**config.mk**
```make
export PLATFORM = sky130hd
export DESIGN_NAME = apb_gpio_ng_flat
export DESIGN_NICKNAME = d
export VERILOG_FILES = /design/src/rtl/apb_gpio_ng_if.sv /design/src/rtl/apb_gpio_ng.sv /design/src/flat_wrapper.sv
export SDC_FILE = /design/constraint.sdc
export NUM_CORES = 2
export LEC_CHECK = 0
export CORE_MARGIN = 1.5
export CORE_UTILIZATION = 55
export CTS_BUF_LIST = sky130_fd_sc_hd__clkbuf_8
export DETAILED_ROUTE_END_ITERATION = 7
export HOLD_SLACK_MARGIN = 0.05
export PLACE_DENSITY_LB_ADDON = 0.05
export REMOVE_ABC_BUFFERS = 1
export SYNTH_ARGS = -nofsm -noshare
export SYNTH_HDL_FRONTEND = slang
export SYNTH_SLANG_ARGS = --single-unit
export TNS_END_PERCENT = 30
```
**constraint.sdc**
```tcl
create_clock -name HCLK -period 7.8 [get_ports HCLK]
set_input_delay 0.78 -clock HCLK [delete_from_list [all_inputs] [get_ports HCLK]]
set_output_delay 0.78 -clock HCLK [all_outputs]
set_load 0.02 [all_outputs]
```
**src/rtl/apb_gpio_ng_if.sv**
```systemverilog
// APB slave bus bundle for apb_gpio_ng. PREADY and PSLVERR are driven by the slave.
interface apb_gpio_ng_if #(
  parameter int unsigned APB_ADDR_WIDTH = 12
);
  logic [APB_ADDR_WIDTH-1:0] PADDR;
  logic [31:0]               PWDATA;
  logic                      PWRITE;
  logic                      PSEL;
  logic                      PENABLE;
  logic [31:0]               PRDATA;
  logic                      PREADY;
  logic                      PSLVERR;

  modport master (
    output PADDR, PWDATA, PWRITE, PSEL, PENABLE,
    input  PRDATA, PREADY, PSLVERR
  );

  modport slave (
    input  PADDR, PWDATA, PWRITE, PSEL, PENABLE,
    output PRDATA, PREADY, PSLVERR
  );
endinterface

```
**src/rtl/apb_gpio_ng.sv**
```systemverilog
// APB GPIO controller: atomic output ops, per-pin debounce, sticky W1C interrupt status,
// and a power-event wake request derived from the filtered inputs.
module apb_gpio_ng #(
  parameter int unsigned APB_ADDR_WIDTH = 12,
  parameter int unsigned NUM_GPIO       = 32,
  parameter int unsigned DEBOUNCE_W     = 8
) (
  input  logic                HCLK,
  input  logic                HRESET,
  apb_gpio_ng_if.slave        apb,
  input  logic [NUM_GPIO-1:0] gpio_in,
  output logic [NUM_GPIO-1:0] gpio_out,
  output logic [NUM_GPIO-1:0] gpio_dir,
  output logic                power_event,
  output logic                interrupt
);

  localparam logic [3:0] RegDir       = 4'h0;
  localparam logic [3:0] RegIn        = 4'h1;
  localparam logic [3:0] RegOut       = 4'h2;
  localparam logic [3:0] RegOutSet    = 4'h3;
  localparam logic [3:0] RegOutClr    = 4'h4;
  localparam logic [3:0] RegOutTgl    = 4'h5;
  localparam logic [3:0] RegIntEn     = 4'h6;
  localparam logic [3:0] RegIntType0  = 4'h7;
  localparam logic [3:0] RegIntType1  = 4'h8;
  localparam logic [3:0] RegIntStatus = 4'h9;
  localparam logic [3:0] RegDbEn      = 4'hA;
  localparam logic [3:0] RegDbCnt     = 4'hB;
  localparam logic [3:0] RegPwrEvt    = 4'hC;

  typedef logic [NUM_GPIO-1:0] pins_t;

  pins_t dir_q, out_q, inten_q, type0_q, type1_q, status_q, dben_q, pwrevt_q;
  pins_t sync0_q, sync1_q, filt_q, filt_dly_q;
  logic [DEBOUNCE_W-1:0] dbcnt_q;
  logic [DEBOUNCE_W-1:0] cnt_q [NUM_GPIO];
  logic [DEBOUNCE_W-1:0] cnt_d [NUM_GPIO];

  pins_t filt_d, out_d, status_d, match, wdata, w1c;
  logic [3:0]  addr;
  logic        access, wr_en;
  logic [31:0] rdata;

  logic [APB_ADDR_WIDTH-1:0] unused_paddr;
  logic [31:0]               unused_pwdata;
  assign unused_paddr  = apb.PADDR;
  assign unused_pwdata = apb.PWDATA;

  assign addr   = apb.PADDR[5:2];
  assign access = apb.PSEL & apb.PENABLE;
  assign wr_en  = access & apb.PWRITE;
  assign wdata  = apb.PWDATA[NUM_GPIO-1:0];

  // Debounce: filt follows sync1 only after DBCNT+1 consecutive mismatching cycles.
  always_comb begin
    for (int i = 0; i < NUM_GPIO; i++) begin
      filt_d[i] = filt_q[i];
      cnt_d[i]  = cnt_q[i];
      if (!dben_q[i]) begin
        filt_d[i] = sync1_q[i];
      end else if (sync1_q[i] == filt_q[i]) begin
        cnt_d[i] = '0;
      end else if (cnt_q[i] < dbcnt_q) begin
        cnt_d[i] = cnt_q[i] + 1'b1;
      end else begin
        filt_d[i] = sync1_q[i];
        cnt_d[i]  = '0;
      end
    end
  end

  always_comb begin
    match = '0;
    for (int i = 0; i < NUM_GPIO; i++) begin
      unique case ({type1_q[i], type0_q[i]})
        2'b00: match[i] = filt_q[i];
        2'b01: match[i] = ~filt_q[i];
        2'b10: match[i] = filt_q[i] & ~filt_dly_q[i];
        2'b11: match[i] = ~filt_q[i] & filt_dly_q[i];
      endcase
    end
  end

  // OR-ing the new events after the clear lets a same-cycle set win.
  always_comb begin
    w1c      = (wr_en && addr == RegIntStatus) ? wdata : '0;
    status_d = (status_q & ~w1c) | (inten_q & match);
  end

  always_comb begin
    out_d = out_q;
    if (wr_en) begin
      case (addr)
        RegOut:    out_d = wdata;
        RegOutSet: out_d = out_q | wdata;
        RegOutClr: out_d = out_q & ~wdata;
        RegOutTgl: out_d = out_q ^ wdata;
        default:   out_d = out_q;
      endcase
    end
  end

  always_ff @(posedge HCLK) begin
    if (HRESET) begin
      dir_q      <= '0;
      out_q      <= '0;
      inten_q    <= '0;
      type0_q    <= '0;
      type1_q    <= '0;
      status_q   <= '0;
      dben_q     <= '0;
      pwrevt_q   <= '0;
      dbcnt_q    <= '0;
      sync0_q    <= '0;
      sync1_q    <= '0;
      filt_q     <= '0;
      filt_dly_q <= '0;
      cnt_q      <= '{default: '0};
    end else begin
      sync0_q    <= gpio_in;
      sync1_q    <= sync0_q;
      filt_q     <= filt_d;
      filt_dly_q <= filt_q;
      cnt_q      <= cnt_d;
      out_q      <= out_d;
      status_q   <= status_d;
      if (wr_en) begin
        case (addr)
          RegDir:      dir_q    <= wdata;
          RegIntEn:    inten_q  <= wdata;
          RegIntType0: type0_q  <= wdata;
          RegIntType1: type1_q  <= wdata;
          RegDbEn:     dben_q   <= wdata;
          RegDbCnt:    dbcnt_q  <= apb.PWDATA[DEBOUNCE_W-1:0];
          RegPwrEvt:   pwrevt_q <= wdata;
          default:     ;
        endcase
      end
    end
  end

  always_comb begin
    rdata = '0;
    case (addr)
      RegDir:       rdata = 32'(dir_q);
      RegIn:        rdata = 32'(filt_q);
      RegOut:       rdata = 32'(out_q);
      RegIntEn:     rdata = 32'(inten_q);
      RegIntType0:  rdata = 32'(type0_q);
      RegIntType1:  rdata = 32'(type1_q);
      RegIntStatus: rdata = 32'(status_q);
      RegDbEn:      rdata = 32'(dben_q);
      RegDbCnt:     rdata = 32'(dbcnt_q);
      RegPwrEvt:    rdata = 32'(pwrevt_q);
      default:      rdata = '0;
    endcase
  end

  assign apb.PRDATA  = rdata;
  assign apb.PREADY  = 1'b1;
  assign apb.PSLVERR = access & (addr >= 4'hD);

  assign interrupt   = |(status_q & inten_q);
  assign power_event = |(pwrevt_q & filt_q);
  assign gpio_out    = out_q;
  assign gpio_dir    = dir_q;

endmodule

```
**src/flat_wrapper.sv**
```systemverilog
// flat-port wrapper written by rule: the top's interface ports become plain ports
module apb_gpio_ng_flat 
#(
  parameter int unsigned APB_ADDR_WIDTH = 12,
  parameter int unsigned NUM_GPIO       = 32,
  parameter int unsigned DEBOUNCE_W     = 8
)
  (HCLK, HRESET, gpio_in, gpio_out, gpio_dir, power_event, interrupt, apb_PADDR, apb_PWDATA, apb_PWRITE, apb_PSEL, apb_PENABLE, apb_PRDATA, apb_PREADY, apb_PSLVERR);
  apb_gpio_ng_if #(.APB_ADDR_WIDTH(APB_ADDR_WIDTH)) apb_i ();
  input  logic HCLK;
  input  logic HRESET;
  input  logic [NUM_GPIO-1:0] gpio_in;
  output logic [NUM_GPIO-1:0] gpio_out;
  output logic [NUM_GPIO-1:0] gpio_dir;
  output logic power_event;
  output logic interrupt;
  input wire logic [$bits(apb_i.PADDR)-1:0] apb_PADDR;
  input wire logic [$bits(apb_i.PWDATA)-1:0] apb_PWDATA;
  input wire logic [$bits(apb_i.PWRITE)-1:0] apb_PWRITE;
  input wire logic [$bits(apb_i.PSEL)-1:0] apb_PSEL;
  input wire logic [$bits(apb_i.PENABLE)-1:0] apb_PENABLE;
  output wire logic [$bits(apb_i.PRDATA)-1:0] apb_PRDATA;
  output wire logic [$bits(apb_i.PREADY)-1:0] apb_PREADY;
  output wire logic [$bits(apb_i.PSLVERR)-1:0] apb_PSLVERR;
  assign apb_i.PADDR = apb_PADDR;
  assign apb_i.PWDATA = apb_PWDATA;
  assign apb_i.PWRITE = apb_PWRITE;
  assign apb_i.PSEL = apb_PSEL;
  assign apb_i.PENABLE = apb_PENABLE;
  assign apb_PRDATA = apb_i.PRDATA;
  assign apb_PREADY = apb_i.PREADY;
  assign apb_PSLVERR = apb_i.PSLVERR;
  apb_gpio_ng #(.APB_ADDR_WIDTH(APB_ADDR_WIDTH), .NUM_GPIO(NUM_GPIO), .DEBOUNCE_W(DEBOUNCE_W)) u_core (.HCLK(HCLK), .HRESET(HRESET), .apb(apb_i), .gpio_in(gpio_in), .gpio_out(gpio_out), .gpio_dir(gpio_dir), .power_event(power_event), .interrupt(interrupt));
endmodule
```
-- After elaboration in Yosys (flattened, before gate mapping)
Index checks and enable logic that the tools add are counted.
- add/subtract/negate cells: 32
- $mul: 0
- div/mod/pow operators: 0
- $lt $le $gt $ge: 33
- equal/unequal tests: 204
- shifts and indexed selects: 0
- mux-type cells: 195
- bitwise operators: 141
- reductions and logical operators: 77
- operators with widths (operator ; number):
    $mux W8 ; 64
    $pmux W32 S10 ; 1
    $add A8 B1 Y8 const B ; 32
    $lt A8 B8 Y1 ; 32
    $and A32 B32 Y32 ; 5
    $eq A2 B2 Y1 const B ; 64
    $ne A2 B2 Y1 const B ; 64
    $pmux W1 S4 ; 32
    $pmux W32 S4 ; 1
    $mux W1 ; 96
    $reduce_and A2 Y1 ; 40
    $and A1 B1 Y1 ; 67
    $eq A2 B1 Y1 const B ; 32
    $logic_not A2 Y1 ; 32
    $not A1 Y1 ; 64
    $not A32 Y32 ; 2
    $or A32 B32 Y32 ; 2
    $reduce_or A32 Y1 ; 2
    $eq A1 B1 Y1 ; 32
    $mux W32 ; 1
    $xor A32 B32 Y32 ; 1
    $eq A4 B4 Y1 const B ; 5
    $eq A4 B3 Y1 const B ; 4
    $eq A4 B2 Y1 const B ; 2
    5 further kinds ; 5
- register bits after elaboration: 648
- latch bits: 0
- bits in writable memories: 0
- ROM bits: 0
- output and inout port bits: 100
- word-level logic and storage cells: 758
- memories kept: 0

-- Logic depth before layout (Yosys ltp)
- depth after elaboration: 7
- gate-level depth with buffers: 9
- mapped depth without buffers: 7

-- Worst setup path after synthesis
No wires, ideal clock.
- kind: input to output
- from: input port apb_PADDR[5]
- to: output port apb_PRDATA[21]
- arrival time: 2.225 ns
- required time: 7.020 ns
- slack: 4.795 ns
- cell stages on the path: 7
- path buffers: 3
- cells stage by stage: buf_2 > nand2b_1 > nor3b_2 > buf_2 > clkbuf_1 > a22oi_1 > nand3_1
- longest elaborated chain between the ends: 2
- elaborated cells on any way between the ends: 11
- classes of those cells: eq/ne (9); mux (1); reduce/logical (1)
- RTL lines (item ; RTL line ; RTL):
    start: declaration ; flat_wrapper.sv:17 ; input wire logic [$bits(apb_i.PADDR)-1:0] apb_PADDR;
    $eq A4 B4 Y1, or another cell as far along ; apb_gpio_ng.sv:145 ; case (addr)
    $pmux W32 S10 * ; apb_gpio_ng.sv:145 ;
    end: declaration ; flat_wrapper.sv:22 ; output wire logic [$bits(apb_i.PRDATA)-1:0] apb_PRDATA;
Every way passes the cells marked *; elsewhere a longest branch is shown, timed or not.

-- Final worst setup path
- from: input port apb_PADDR[4]
- to: output port apb_PRDATA[7]
The elaborated chain is that of the path after synthesis.

==> reports/metrics.yaml <==
critical_path:
  path_max_fanout: 20
  worstSetupEndpointType: "output port"
  startpoint_type: "input pin"
  critical_path_class: "input pin to output port"
  cp_slowest_stage_delay_ps: 1010
  crit_path_frequent_cell: "clkdlybuf4s50_1"
  cp.arrival_ps: 4740
  cp_top_family: "buffers and inverters"
  cp_slowest_cell: "nor3b_2"
  crit_buf_inv: 3
  cp.required_ps: 7020
  crit_chain: "clkdlybuf4s50_1 > nand2b_1 > nor3b_2 > buf_4 > a222oi_1 > o2111ai_1 > clkdlybuf4s50_1"
synthesis:
  seq_area_frac_synth: 0.362
  syn_avg_cell_area_sq_um: 8.05
  async_reset_ff_frac: 0
  yosysTopAreaCell: "dfxtp_1"
  synth_top_area_frac: 0.362
  ys_seq_elements: 648
  synth_area_sq_um: 35900
  synth_ff_type: "dfxtp_1"
  ys_top_cells_by_area: "dfxtp_1 (36%), ha_1 (11%), nand2_1 (8.9%)"
  ys_types: 68
  synth-edff-count: 0
  yosysWarnings: 0
  syn_inst: 4455
timing:
  final-hold-violation-count: 0
  tightest_slew_ps: 1220
  setup_viol: 0
  fin_crit_ps: 5520
  fin_setup_tns_ps: 0
  fmax_mhz: 181
  period_share: 0.708
  slew_headroom: 0.184
  fin_worst_skew_ps: 35.9
  rsz0062_at_grt: "false"
  slew_violations: 0
clock_network:
  clock-sinks: 648
  cts_buffers: 112
  root_buffer: "clkbuf_8"
  clock_latency_ps: 730
  cts_resized: 0
  hold_buffers: 0
  cts_tree: "done"
  cts_buffer_depth: 3
  cts_htree_levels: 3
  post_cts_buffers: 0
  clk_pin_slew_ps: 60
global_routing:
  grt_pass1_vias: 30500
  grt-ovfl-total: 0
  antenna_found_initial: 5
  grt_max_degree: 180
  grt_pass1_wl_um: 172000
  grt_usage: 0.322
job:
  maxCapViolCount: 0
power:
  leakage_nw: 14.2
  swShare: 0.246
  ir_worst_vdd_v: 0.000144
  intPower_mw: 5.23
  p_comb_frac: 0.049
  p_switching_mw: 1.71
  seq_power_share: 0.487
  power_frac_clock: 0.464
  power_density_nw_per_um2: 172
die:
  die_area_sq_um: 66800
  die_x_um: 258
  rows: 93
  initial_core_util: 0.557
  io_pins: 181
  die_h_um: 258
  core-area_sq_um: 64500
place:
  post_dp_cell_area_sq_um: 38000
  port_buffers: 171
  place.gp.congestion: 0.887
  hpwl_um: 70300
layout:
  stdcell_area_sq_um: 40300
  largest_reg_flops: 256
  multi_input_area_sq_um: 21300
  n_fill_cell: 5677
  seq_area_sq_um: 13000
  fin_util: 0.626
  regMostFlops: "u_core.cnt_q"
  final_nets: 4917
  layout-drive-gt1-share: 0.0813
  syn_to_final_growth_pct: 12.4
routing:
  drt_iter0_drc: 3445
  drc: 0
  viasPerCell: 6.20
  vias: 33800
  ant_nets: 0
  wl_per_cell_um: 20.3
  dr.pass1.iters: 7
  totalWireLength_um: 111000
worst_hold_path:
  min_path_type: "flop to flop"
outcome:
  run_status: "complete, no violations"
[worst paths after layout]
| kind | start | end | slack [ps] | depth (start not counted) |
|---|---|---|---|---|
| min reg2reg | u_core.sync0_q[27]$_SDFF_PP0_ | u_core.sync1_q[27]$_SDFF_PP0_ | 430 | 1 |
| max reg2reg | u_core.dbcnt_q[6]$_SDFFE_PP0P_ | u_core.cnt_q[255]$_SDFFE_PP0P_ | 4540 | 8 |
| max | apb_PADDR[4] | apb_PRDATA[7] | 2280 | 7 |
| min | u_core.sync0_q[27]$_SDFF_PP0_ | u_core.sync1_q[27]$_SDFF_PP0_ | 430 | 1 |
[Yosys cell counts, types with 30 or more instances]
| cell | n |
|---|---|
| nand2_1 | 849 |
| dfxtp_1 | 648 |
| a21oi_1 | 323 |
| ha_1 | 320 |
| nor2_1 | 299 |
| nand3_1 | 221 |
| clkbuf_1 | 192 |
| a31oi_1 | 138 |
| inv_1 | 123 |
| nor2b_1 | 121 |
| nand4_1 | 118 |
| a22oi_1 | 114 |
| a221oi_1 | 59 |
| o211ai_1 | 57 |
| or2_2 | 56 |
| a311oi_1 | 52 |
| nand4b_1 | 52 |
| o21a_1 | 52 |
| buf_2 | 51 |
| nand2b_1 | 47 |
| o21ai_0 | 37 |
| a211oi_1 | 36 |
| nor3_1 | 36 |
| nand3b_1 | 33 |
| o2111ai_1 | 32 |
| xnor2_1 | 30 |
[metal layers]
layer,vias to the layer above,track usage,share of wire
li1,16300,-,-
met1,16000,0.448,0.44
met2,1302,0.500,0.44
met3,263,0.0574,0.083
met4,6,0.118,0.036
met5,-,0,0.00033
[cell families (layout without fill, tap and decap cells)]
| kind of cell | count (synthesis) | after routing | share of synthesized area |
|---|---|---|---|
| mux | 19 | 19 | 0.00540 |
| flops | 648 | 648 | 0.362 |
| fa+ha+maj | 320 | 320 | 0.112 |
| other cells | 1 | 3 | 0.000105 |
| simple gates | 1919 | 1919 | 0.254 |
| buf+inv | 419 | 564 | 0.0476 |
| xor+xnor | 32 | 32 | 0.00781 |
| compound gates | 1097 | 1097 | 0.212 |
[placed cells by master (no fill, tap or decap), types with 56 or more instances in the layout]
cell type,count
nor2b_1,121
nand2_1,847
inv_1,152
dfxtp_1,647
o211ai_1,57
nand4_1,118
nand3_1,221
or2_2,56
clkdlybuf4s50_1,169
nor2_1,298
a221oi_1,59
ha_1,320
a21oi_1,323
clkbuf_8,143
a22oi_1,114
a31oi_1,138
[stage by stage]
stage,instances,setup WS (ps),hold slack (ps),power [mW]
CTS,5455,2480,437,6.97
floorplan,4185,3400,414,3.57
global placement,5257,2550,419,3.77
global route,5457,2310,448,7.17
detailed placement,5257,2480,422,3.78
finish,5457,2280,434,6.93
[cell type report]
type	count	share of cell area
clock buffers	143	0.0488
flip-flops and latches	648	0.322
multi-input cells	3388	0.529
inverters	149	0.0139
well taps	855	0.0265
diodes	2	0.000124
clock inverters	55	0.00872
repair buffers	217	0.0516
[power by group through the flow]
| stage | clock network [mW] | registers, mW | logic (mW) |
|---|---|---|---|
| after floorplan | 0 | 3.44 | 0.132 |
| after global placement | 0 | 3.44 | 0.329 |
| after detailed placement | 0 | 3.45 | 0.334 |
| after CTS | 3.26 | 3.37 | 0.335 |
| after global routing | 3.43 | 3.38 | 0.365 |
| final | 3.22 | 3.37 | 0.340 |
[worst register-to-register path: cells and delay by family, from the launching register on]
| family | cells | cell delay [ps] |
|---|---|---|
| fa+ha+maj | 1 | 360 |
| compound gates | 4 | 1050 |
| buf+inv | 2 | 900 |
| flops | 1 | 320 |
| simple gates | 1 | 540 |
No activity file was read; power rests on OpenSTA's default activity.
